==> src/rtl/wb_stream_writer_core.sv <==
// Stream-to-Wishbone writer: buffers an incoming valid/ready stream in a FIFO and writes it
// out as incrementing Wishbone bursts. Define WB_STREAM_WRITER_ERR_EN to abort on wbm_err_i.
module wb_stream_writer_core #(
    parameter int WB_AW   = 32,
    parameter int WB_DW   = 32,
    parameter int FIFO_AW = 4
) (
    input  logic               wb_clk_i,
    input  logic               wb_rst_n_i,
    input  logic [WB_DW-1:0]   stream_s_data_i,
    input  logic               stream_s_valid_i,
    output logic               stream_s_ready_o,
    output logic [WB_AW-1:0]   wbm_adr_o,
    output logic [WB_DW-1:0]   wbm_dat_o,
    output logic [WB_DW/8-1:0] wbm_sel_o,
    output logic               wbm_we_o,
    output logic               wbm_cyc_o,
    output logic               wbm_stb_o,
    output logic [2:0]         wbm_cti_o,
    output logic [1:0]         wbm_bte_o,
    input  logic               wbm_ack_i,
    input  logic               wbm_err_i,
    input  logic               enable,
    input  logic [WB_AW-1:0]   start_adr,
    input  logic [WB_AW-1:0]   buf_size,
    input  logic [WB_AW-1:0]   burst_size,
    output logic               busy,
    output logic [WB_DW-1:0]   tx_cnt,
    output logic               err_o
);

    localparam int                 DEPTH    = 1 << FIFO_AW;
    localparam logic [WB_AW-1:0]   DEPTH_W  = WB_AW'(DEPTH);
    localparam logic [WB_AW-1:0]   ONE_W    = WB_AW'(1);
    localparam logic [FIFO_AW-1:0] PTR_ONE  = FIFO_AW'(1);
    localparam logic [FIFO_AW:0]   FILL_ONE = (FIFO_AW+1)'(1);

    typedef enum logic [1:0] {S_IDLE, S_FILL, S_BURST, S_FINISH} state_t;

    state_t           state_q, state_d;
    logic [WB_AW-1:0] start_adr_q, start_adr_d;
    logic [WB_AW-1:0] buf_size_q, buf_size_d;
    logic [WB_AW-1:0] burst_size_q, burst_size_d;
    logic [WB_AW-1:0] tx_cnt_q, tx_cnt_d;
    logic [WB_AW-1:0] rx_cnt_q, rx_cnt_d;
    logic [WB_AW-1:0] beats_q, beats_d;
    logic             err_q, err_d;

    logic [WB_DW-1:0]   fifo_mem [DEPTH];
    logic [FIFO_AW-1:0] wptr_q, rptr_q;
    logic [FIFO_AW:0]   fill_q;
    logic               fifo_full, push, pop, flush, err_hit;
    logic [WB_AW-1:0]   remain, burst_eff, burst_len, tx_inc;

    assign fifo_full        = fill_q[FIFO_AW];
    assign stream_s_ready_o = (state_q == S_FILL || state_q == S_BURST) && !fifo_full
                              && (rx_cnt_q < buf_size_q);
    assign push             = stream_s_valid_i && stream_s_ready_o;
    assign tx_inc           = tx_cnt_q + ONE_W;

`ifdef WB_STREAM_WRITER_ERR_EN
    assign err_hit = (state_q == S_BURST) && wbm_err_i;
`else
    logic unused_err;
    assign unused_err = wbm_err_i;
    assign err_hit    = 1'b0;
`endif

    // Bursts longer than the FIFO could never fill, so the FIFO depth caps the burst length.
    always_comb begin
        remain    = buf_size_q - tx_cnt_q;
        burst_eff = (burst_size_q == '0) ? ONE_W : burst_size_q;
        if (burst_eff > DEPTH_W)
            burst_eff = DEPTH_W;
        burst_len = (burst_eff < remain) ? burst_eff : remain;
    end

    always_comb begin
        state_d      = state_q;
        start_adr_d  = start_adr_q;
        buf_size_d   = buf_size_q;
        burst_size_d = burst_size_q;
        tx_cnt_d     = tx_cnt_q;
        rx_cnt_d     = rx_cnt_q;
        beats_d      = beats_q;
        err_d        = err_q;
        pop          = 1'b0;
        flush        = 1'b0;
        if (push)
            rx_cnt_d = rx_cnt_q + ONE_W;
        case (state_q)
            S_IDLE: begin
                if (enable) begin
                    start_adr_d  = start_adr;
                    buf_size_d   = buf_size;
                    burst_size_d = burst_size;
                    tx_cnt_d     = '0;
                    rx_cnt_d     = '0;
                    err_d        = 1'b0;
                    state_d      = (buf_size == '0) ? S_FINISH : S_FILL;
                end
            end
            S_FILL: begin
                if (WB_AW'(fill_q) >= burst_len) begin
                    beats_d = burst_len;
                    state_d = S_BURST;
                end
            end
            S_BURST: begin
                if (err_hit) begin
                    err_d   = 1'b1;
                    flush   = 1'b1;
                    state_d = S_FINISH;
                end else if (wbm_ack_i) begin
                    pop      = 1'b1;
                    tx_cnt_d = tx_inc;
                    beats_d  = beats_q - ONE_W;
                    if (beats_q == ONE_W)
                        state_d = (tx_inc < buf_size_q) ? S_FILL : S_FINISH;
                end
            end
            S_FINISH: state_d = S_IDLE;
            default:  state_d = S_IDLE;
        endcase
    end

    always_ff @(posedge wb_clk_i or negedge wb_rst_n_i) begin
        if (!wb_rst_n_i) begin
            state_q      <= S_IDLE;
            start_adr_q  <= '0;
            buf_size_q   <= '0;
            burst_size_q <= '0;
            tx_cnt_q     <= '0;
            rx_cnt_q     <= '0;
            beats_q      <= '0;
            err_q        <= 1'b0;
        end else begin
            state_q      <= state_d;
            start_adr_q  <= start_adr_d;
            buf_size_q   <= buf_size_d;
            burst_size_q <= burst_size_d;
            tx_cnt_q     <= tx_cnt_d;
            rx_cnt_q     <= rx_cnt_d;
            beats_q      <= beats_d;
            err_q        <= err_d;
        end
    end

    // A flush also drops any word pushed on the same edge; the transfer is being abandoned.
    always_ff @(posedge wb_clk_i or negedge wb_rst_n_i) begin
        if (!wb_rst_n_i) begin
            wptr_q <= '0;
            rptr_q <= '0;
            fill_q <= '0;
        end else if (flush) begin
            rptr_q <= wptr_q;
            fill_q <= '0;
        end else begin
            if (push)
                wptr_q <= wptr_q + PTR_ONE;
            if (pop)
                rptr_q <= rptr_q + PTR_ONE;
            case ({push, pop})
                2'b10:   fill_q <= fill_q + FILL_ONE;
                2'b01:   fill_q <= fill_q - FILL_ONE;
                default: fill_q <= fill_q;
            endcase
        end
    end

    always_ff @(posedge wb_clk_i) begin
        if (push)
            fifo_mem[wptr_q] <= stream_s_data_i;
    end

    // Bus outputs are gated by cyc so they read zero outside a cycle and during reset.
    assign wbm_cyc_o = (state_q == S_BURST);
    assign wbm_stb_o = wbm_cyc_o;
    assign wbm_we_o  = wbm_cyc_o;
    assign wbm_sel_o = {(WB_DW/8){wbm_cyc_o}};
    assign wbm_adr_o = wbm_cyc_o ? (start_adr_q + {tx_cnt_q[WB_AW-3:0], 2'b00}) : '0;
    assign wbm_dat_o = wbm_cyc_o ? fifo_mem[rptr_q] : '0;
    assign wbm_cti_o = !wbm_cyc_o ? 3'b000 : ((beats_q == ONE_W) ? 3'b111 : 3'b010);
    assign wbm_bte_o = 2'b00;
    assign busy      = (state_q != S_IDLE);
    assign tx_cnt    = WB_DW'(tx_cnt_q);
    assign err_o     = err_q;

endmodule

==> config.mk <==
export PLATFORM = sky130hd
export DESIGN_NAME = wb_stream_writer_core
export DESIGN_NICKNAME = d
export VERILOG_FILES = /design/src/rtl/wb_stream_writer_core.sv
export SDC_FILE = /design/constraint.sdc
export NUM_CORES = 1
export LEC_CHECK = 0
export BUFFER_PORTS_ARGS = -buffer_cell sky130_fd_sc_hd__buf_2
export CORE_MARGIN = 8
export CORE_UTILIZATION = 25
export DETAILED_ROUTE_END_ITERATION = 10
export GPL_TIMING_DRIVEN = 0
export PLACE_DENSITY_LB_ADDON = 0.1
export SLEW_MARGIN = 15
export SYNTH_ARGS = -nofsm -noshare
export SYNTH_HDL_FRONTEND = slang
export SYNTH_SLANG_ARGS = --single-unit
export TNS_END_PERCENT = 20
==> constraint.sdc <==
create_clock -name wb_clk_i -period 7.5 [get_ports wb_clk_i]
set_input_delay 1.875 -clock wb_clk_i [delete_from_list [all_inputs] [get_ports wb_clk_i]]
set_output_delay 1.875 -clock wb_clk_i [all_outputs]
set_load 0.01 [all_outputs]
==> impl_metrics.env <==
export IMPL_first_global_vias=25739
export IMPL_seq_area_frac_synth_pct=57.5
export IMPL_tightest_slew_ps=1160
export IMPL_drc=0
export IMPL_grt_pass1_wl_um=184000
export IMPL_hold_class="flop to flop"
export IMPL_cts_hold_buf=0
export IMPL_status="completed"
export IMPL_cts_sinks=719
export IMPL_start_kind="flop"
export IMPL_slew_violations=0
export IMPL_final_cell_mix="edfxtp_1 (512), nand2_1 (328), buf_2 (262), dfrtp_1 (187), ha_1 (174)"
export IMPL_p_clk_share_pct=34.5
export IMPL_vias=24717
export IMPL_end_kind="flop"
export IMPL_maxCapViolCount=0
export IMPL_cp_data_arrival_time_ps=7520
export IMPL_synth_cells=2737
export IMPL_hold_viol_final=0
export IMPL_rows=138
export IMPL_drive_gt1_share_pct=22.3
export IMPL_p_int_w=0.00851
export IMPL_clock_skew_ps=60.4
export IMPL_antenna_left=0
export IMPL_switchingPower_w=0.00383
export IMPL_grt_max_degree=83
export IMPL_ys_flop_type="edfxtp_1"
export IMPL_p_leak_nw=16.9
export IMPL_crit_path_max_fanout=10
export IMPL_clkTransAtPathRegs_ps=50
export IMPL_p_total_w=0.0123
export IMPL_coreArea_um2=142000
export IMPL_htreeDepth=3
export IMPL_fin_crit_ps=6970
export IMPL_slew_headroom_pct=22.9
export IMPL_fin_setup_tns_ps=0
export IMPL_fillerInstances=14293
export IMPL_cts_buffers=88
export IMPL_hold_path_depth=2
export IMPL_grt_use_met1_pct=21.3
export IMPL_swShare_pct=31.0
export IMPL_overflow=0
export IMPL_r2r_end="beats_q[4]$_DFFE_PN0P_"
export IMPL_grt_util_met3_pct=3.45
export IMPL_grt_busiest_layer="met2"
export IMPL_syn_area_per_cell_um2=13.1
export IMPL_dr_pass1_iters=5
export IMPL_place_congestion=0.861
export IMPL_insertion_delay_ps=720
export IMPL_final_common_cell="edfxtp_1"
export IMPL_start_util_pct=25.2
export IMPL_antenna_found_initial=21
export IMPL_placed_cells=4949
export IMPL_slowest_delay_ps=530
export IMPL_num_io_pins=245
export IMPL_async_reset_ff_share_pct=28.8
export IMPL_p_per_area_nw_per_um2=286
export IMPL_timing_fmax_mhz=143
export IMPL_cts_tree="yes"
export IMPL_r2r_slack_ps=530
export IMPL_slowest_stage="dfrtp_4"
export IMPL_synth_seq_cells=719
export IMPL_hold_start="burst_size_q[8]$_DFFE_PN0P_"
export IMPL_fin_cells=5128
export IMPL_grtUsageMet2_pct=26.6
export IMPL_hold_end="burst_size_q[8]$_DFFE_PN0P_"
export IMPL_nets=3466
export IMPL_ff2ff_path_depth=32
export IMPL_synth_edf_count=512
export IMPL_post_drt_via_cell_ratio=4.82
export IMPL_drtIter0Drc=1560
export IMPL_syn2layout_area_growth_pct=20.9
export IMPL_clockRootBuffer="clkbuf_16"
export IMPL_pwr_share_comb_pct=27.5
export IMPL_fp_dieW_um=394
export IMPL_synth_cell_types=85
export IMPL_chipHeight_um=394
export IMPL_portBuffers=240
export IMPL_cp_required_ps=8050
export IMPL_hold_slack_ps=474
export IMPL_post_route_util_pct=30.5
export IMPL_fin_crit_sh_pct=93.0
export IMPL_rsz0062_at_grt="false"
export IMPL_clk_path_buf_depth=3
export IMPL_post_dp_hpwl_um=92400
export IMPL_r2r_start="tx_cnt[0]$_DFFE_PN0P_"
export IMPL_die_area_um2=155000
export IMPL_pwr_share_seq_pct=37.9
export IMPL_drt_wl_total_um=126000
export IMPL_synth_warnings=0
export IMPL_worstSetupPathType="flop to flop"
export IMPL_syn_area_um2=35700
export IMPL_setup_violations=0
export IMPL_grtUsageTotal_pct=15.9
export IMPL_vdd_ir_drop_max_mv=0.214
export IMPL_wl_per_cell_um=24.6
[how the worst max path moves through the flow]
stage / endpoint / cells after the start / from
floorplan: fifo_mem[10][0]$_DFFE_PP_ / 14 / buf_size_q[17]$_DFFE_PN0P_
global placement: fifo_mem[10][20]$_DFFE_PP_ / 14 / buf_size_q[17]$_DFFE_PN0P_
detailed placement: beats_q[4]$_DFFE_PN0P_ / 30 / tx_cnt[0]$_DFFE_PN0P_
CTS: beats_q[4]$_DFFE_PN0P_ / 30 / tx_cnt[5]$_DFFE_PN0P_
global route: beats_q[4]$_DFFE_PN0P_ / 32 / tx_cnt[0]$_DFFE_PN0P_
finish: beats_q[4]$_DFFE_PN0P_ / 32 / tx_cnt[0]$_DFFE_PN0P_
[flip-flops by register name, summed over array words and instances (netlist names)]
| register | count |
|---|---|
| fifo_mem | 512 |
| beats_q | 32 |
| buf_size_q | 32 |
| burst_size_q | 32 |
| rx_cnt_q | 32 |
| start_adr_q | 32 |
| tx_cnt | 32 |
| fill_q | 5 |
| rptr_q | 4 |
| wptr_q | 4 |
| state_q | 2 |
[area by class of cell]
cell class | instances | area (um2) | area share [%]
Antenna cell | 10 | 25.0 | 0.0579
Timing Repair Buffer | 300 | 1840 | 4.25
Multi-Input combinational cell | 1793 | 14400 | 33.4
Inverter | 123 | 462 | 1.07
Clock inverter | 50 | 549 | 1.27
Sequential cell | 719 | 20600 | 47.7
Buffer | 130 | 601 | 1.39
Tap cell | 1890 | 2360 | 5.47
Clock buffer | 113 | 2360 | 5.45
[synthesized netlist by cell type, types with 17 or more instances]
| library cell | n | share of area (%) |
|---|---|---|
| edfxtp_1 | 512 | 43 |
| nand2_1 | 329 | 3.5 |
| dfrtp_1 | 207 | 14 |
| ha_1 | 174 | 6.1 |
| mux4_2 | 160 | 10 |
| o21ai_0 | 156 | 2.2 |
| inv_1 | 123 | 1.3 |
| a21oi_1 | 116 | 1.6 |
| nor2_1 | 99 | 1.0 |
| clkbuf_1 | 94 | 0.99 |
| xnor2_1 | 73 | 1.8 |
| a21o_1 | 61 | 1.3 |
| nand3_1 | 53 | 0.74 |
| and2_1 | 52 | 0.91 |
| nand4_1 | 40 | 0.70 |
| nor3_1 | 37 | 0.52 |
| and3_1 | 34 | 0.60 |
| or3_1 | 32 | 0.56 |
| nand2b_1 | 27 | 0.47 |
| nor4_1 | 26 | 0.46 |
| xor2_1 | 22 | 0.54 |
| o31ai_1 | 17 | 0.36 |
[worst max-delay path, delay by kind of cell, from the launching register on]
family	cells	cell delay, ps
AOI/OAI and AO/OA	11	2110
muxes	1	390
adders and majority gates	4	1090
DFF	1	530
xor gates and xnor gates	1	170
buffers and inverters	5	680
and+or+nand+nor	10	1870
[power by group through the flow]
stage / Combinational [W] / Clock, W / Sequential (W)
2_1_floorplan: 0.00209 / 0 / 0.00470
3_3_place_gp: 0.00339 / 0 / 0.00478
3_5_place_dp: 0.00348 / 0 / 0.00476
4_1_cts: 0.00351 / 0.00440 / 0.00469
5_1_grt: 0.00369 / 0.00454 / 0.00471
6_report: 0.00340 / 0.00426 / 0.00468
[per-layer routing]
layer	up-vias	routed length [um]
met1	12656	57000
met5	-	47
li1	11226	-
met2	684	60000
met4	8	2310
met3	143	6880
[per-stage QoR]
step | instance area, um2 | worst slack [ps]
floorplan | 35800 | 989
global placement | 39400 | -6350
detailed placement | 40100 | -618
CTS | 43000 | 34.0
global route | 43200 | 47.3
finish | 43200 | 528
[cells by family (layout without fill, tap and decap cells)]
group | count (synthesis) | in the layout | synth area share (%)
xor gates and xnor gates | 96 | 96 | 2.37
and+or+nand+nor | 798 | 798 | 11.0
AOI/OAI and AO/OA | 522 | 522 | 9.52
adders and majority gates | 178 | 178 | 6.29
other | 1 | 40 | 0.0105
buffers and inverters | 254 | 716 | 2.93
DFF | 719 | 719 | 57.5
muxes | 169 | 169 | 10.3
[what timing repair did]
| item | 4_1_cts | 5_1_grt |
|---|---|---|
| gates resized for setup | 10 | 36 |
| setup endpoints to repair | 34 | 34 |
| setup buffers | 1 | 5 |
| pin swaps | 1 | 3 |
(Power assumes the default switching activity.)
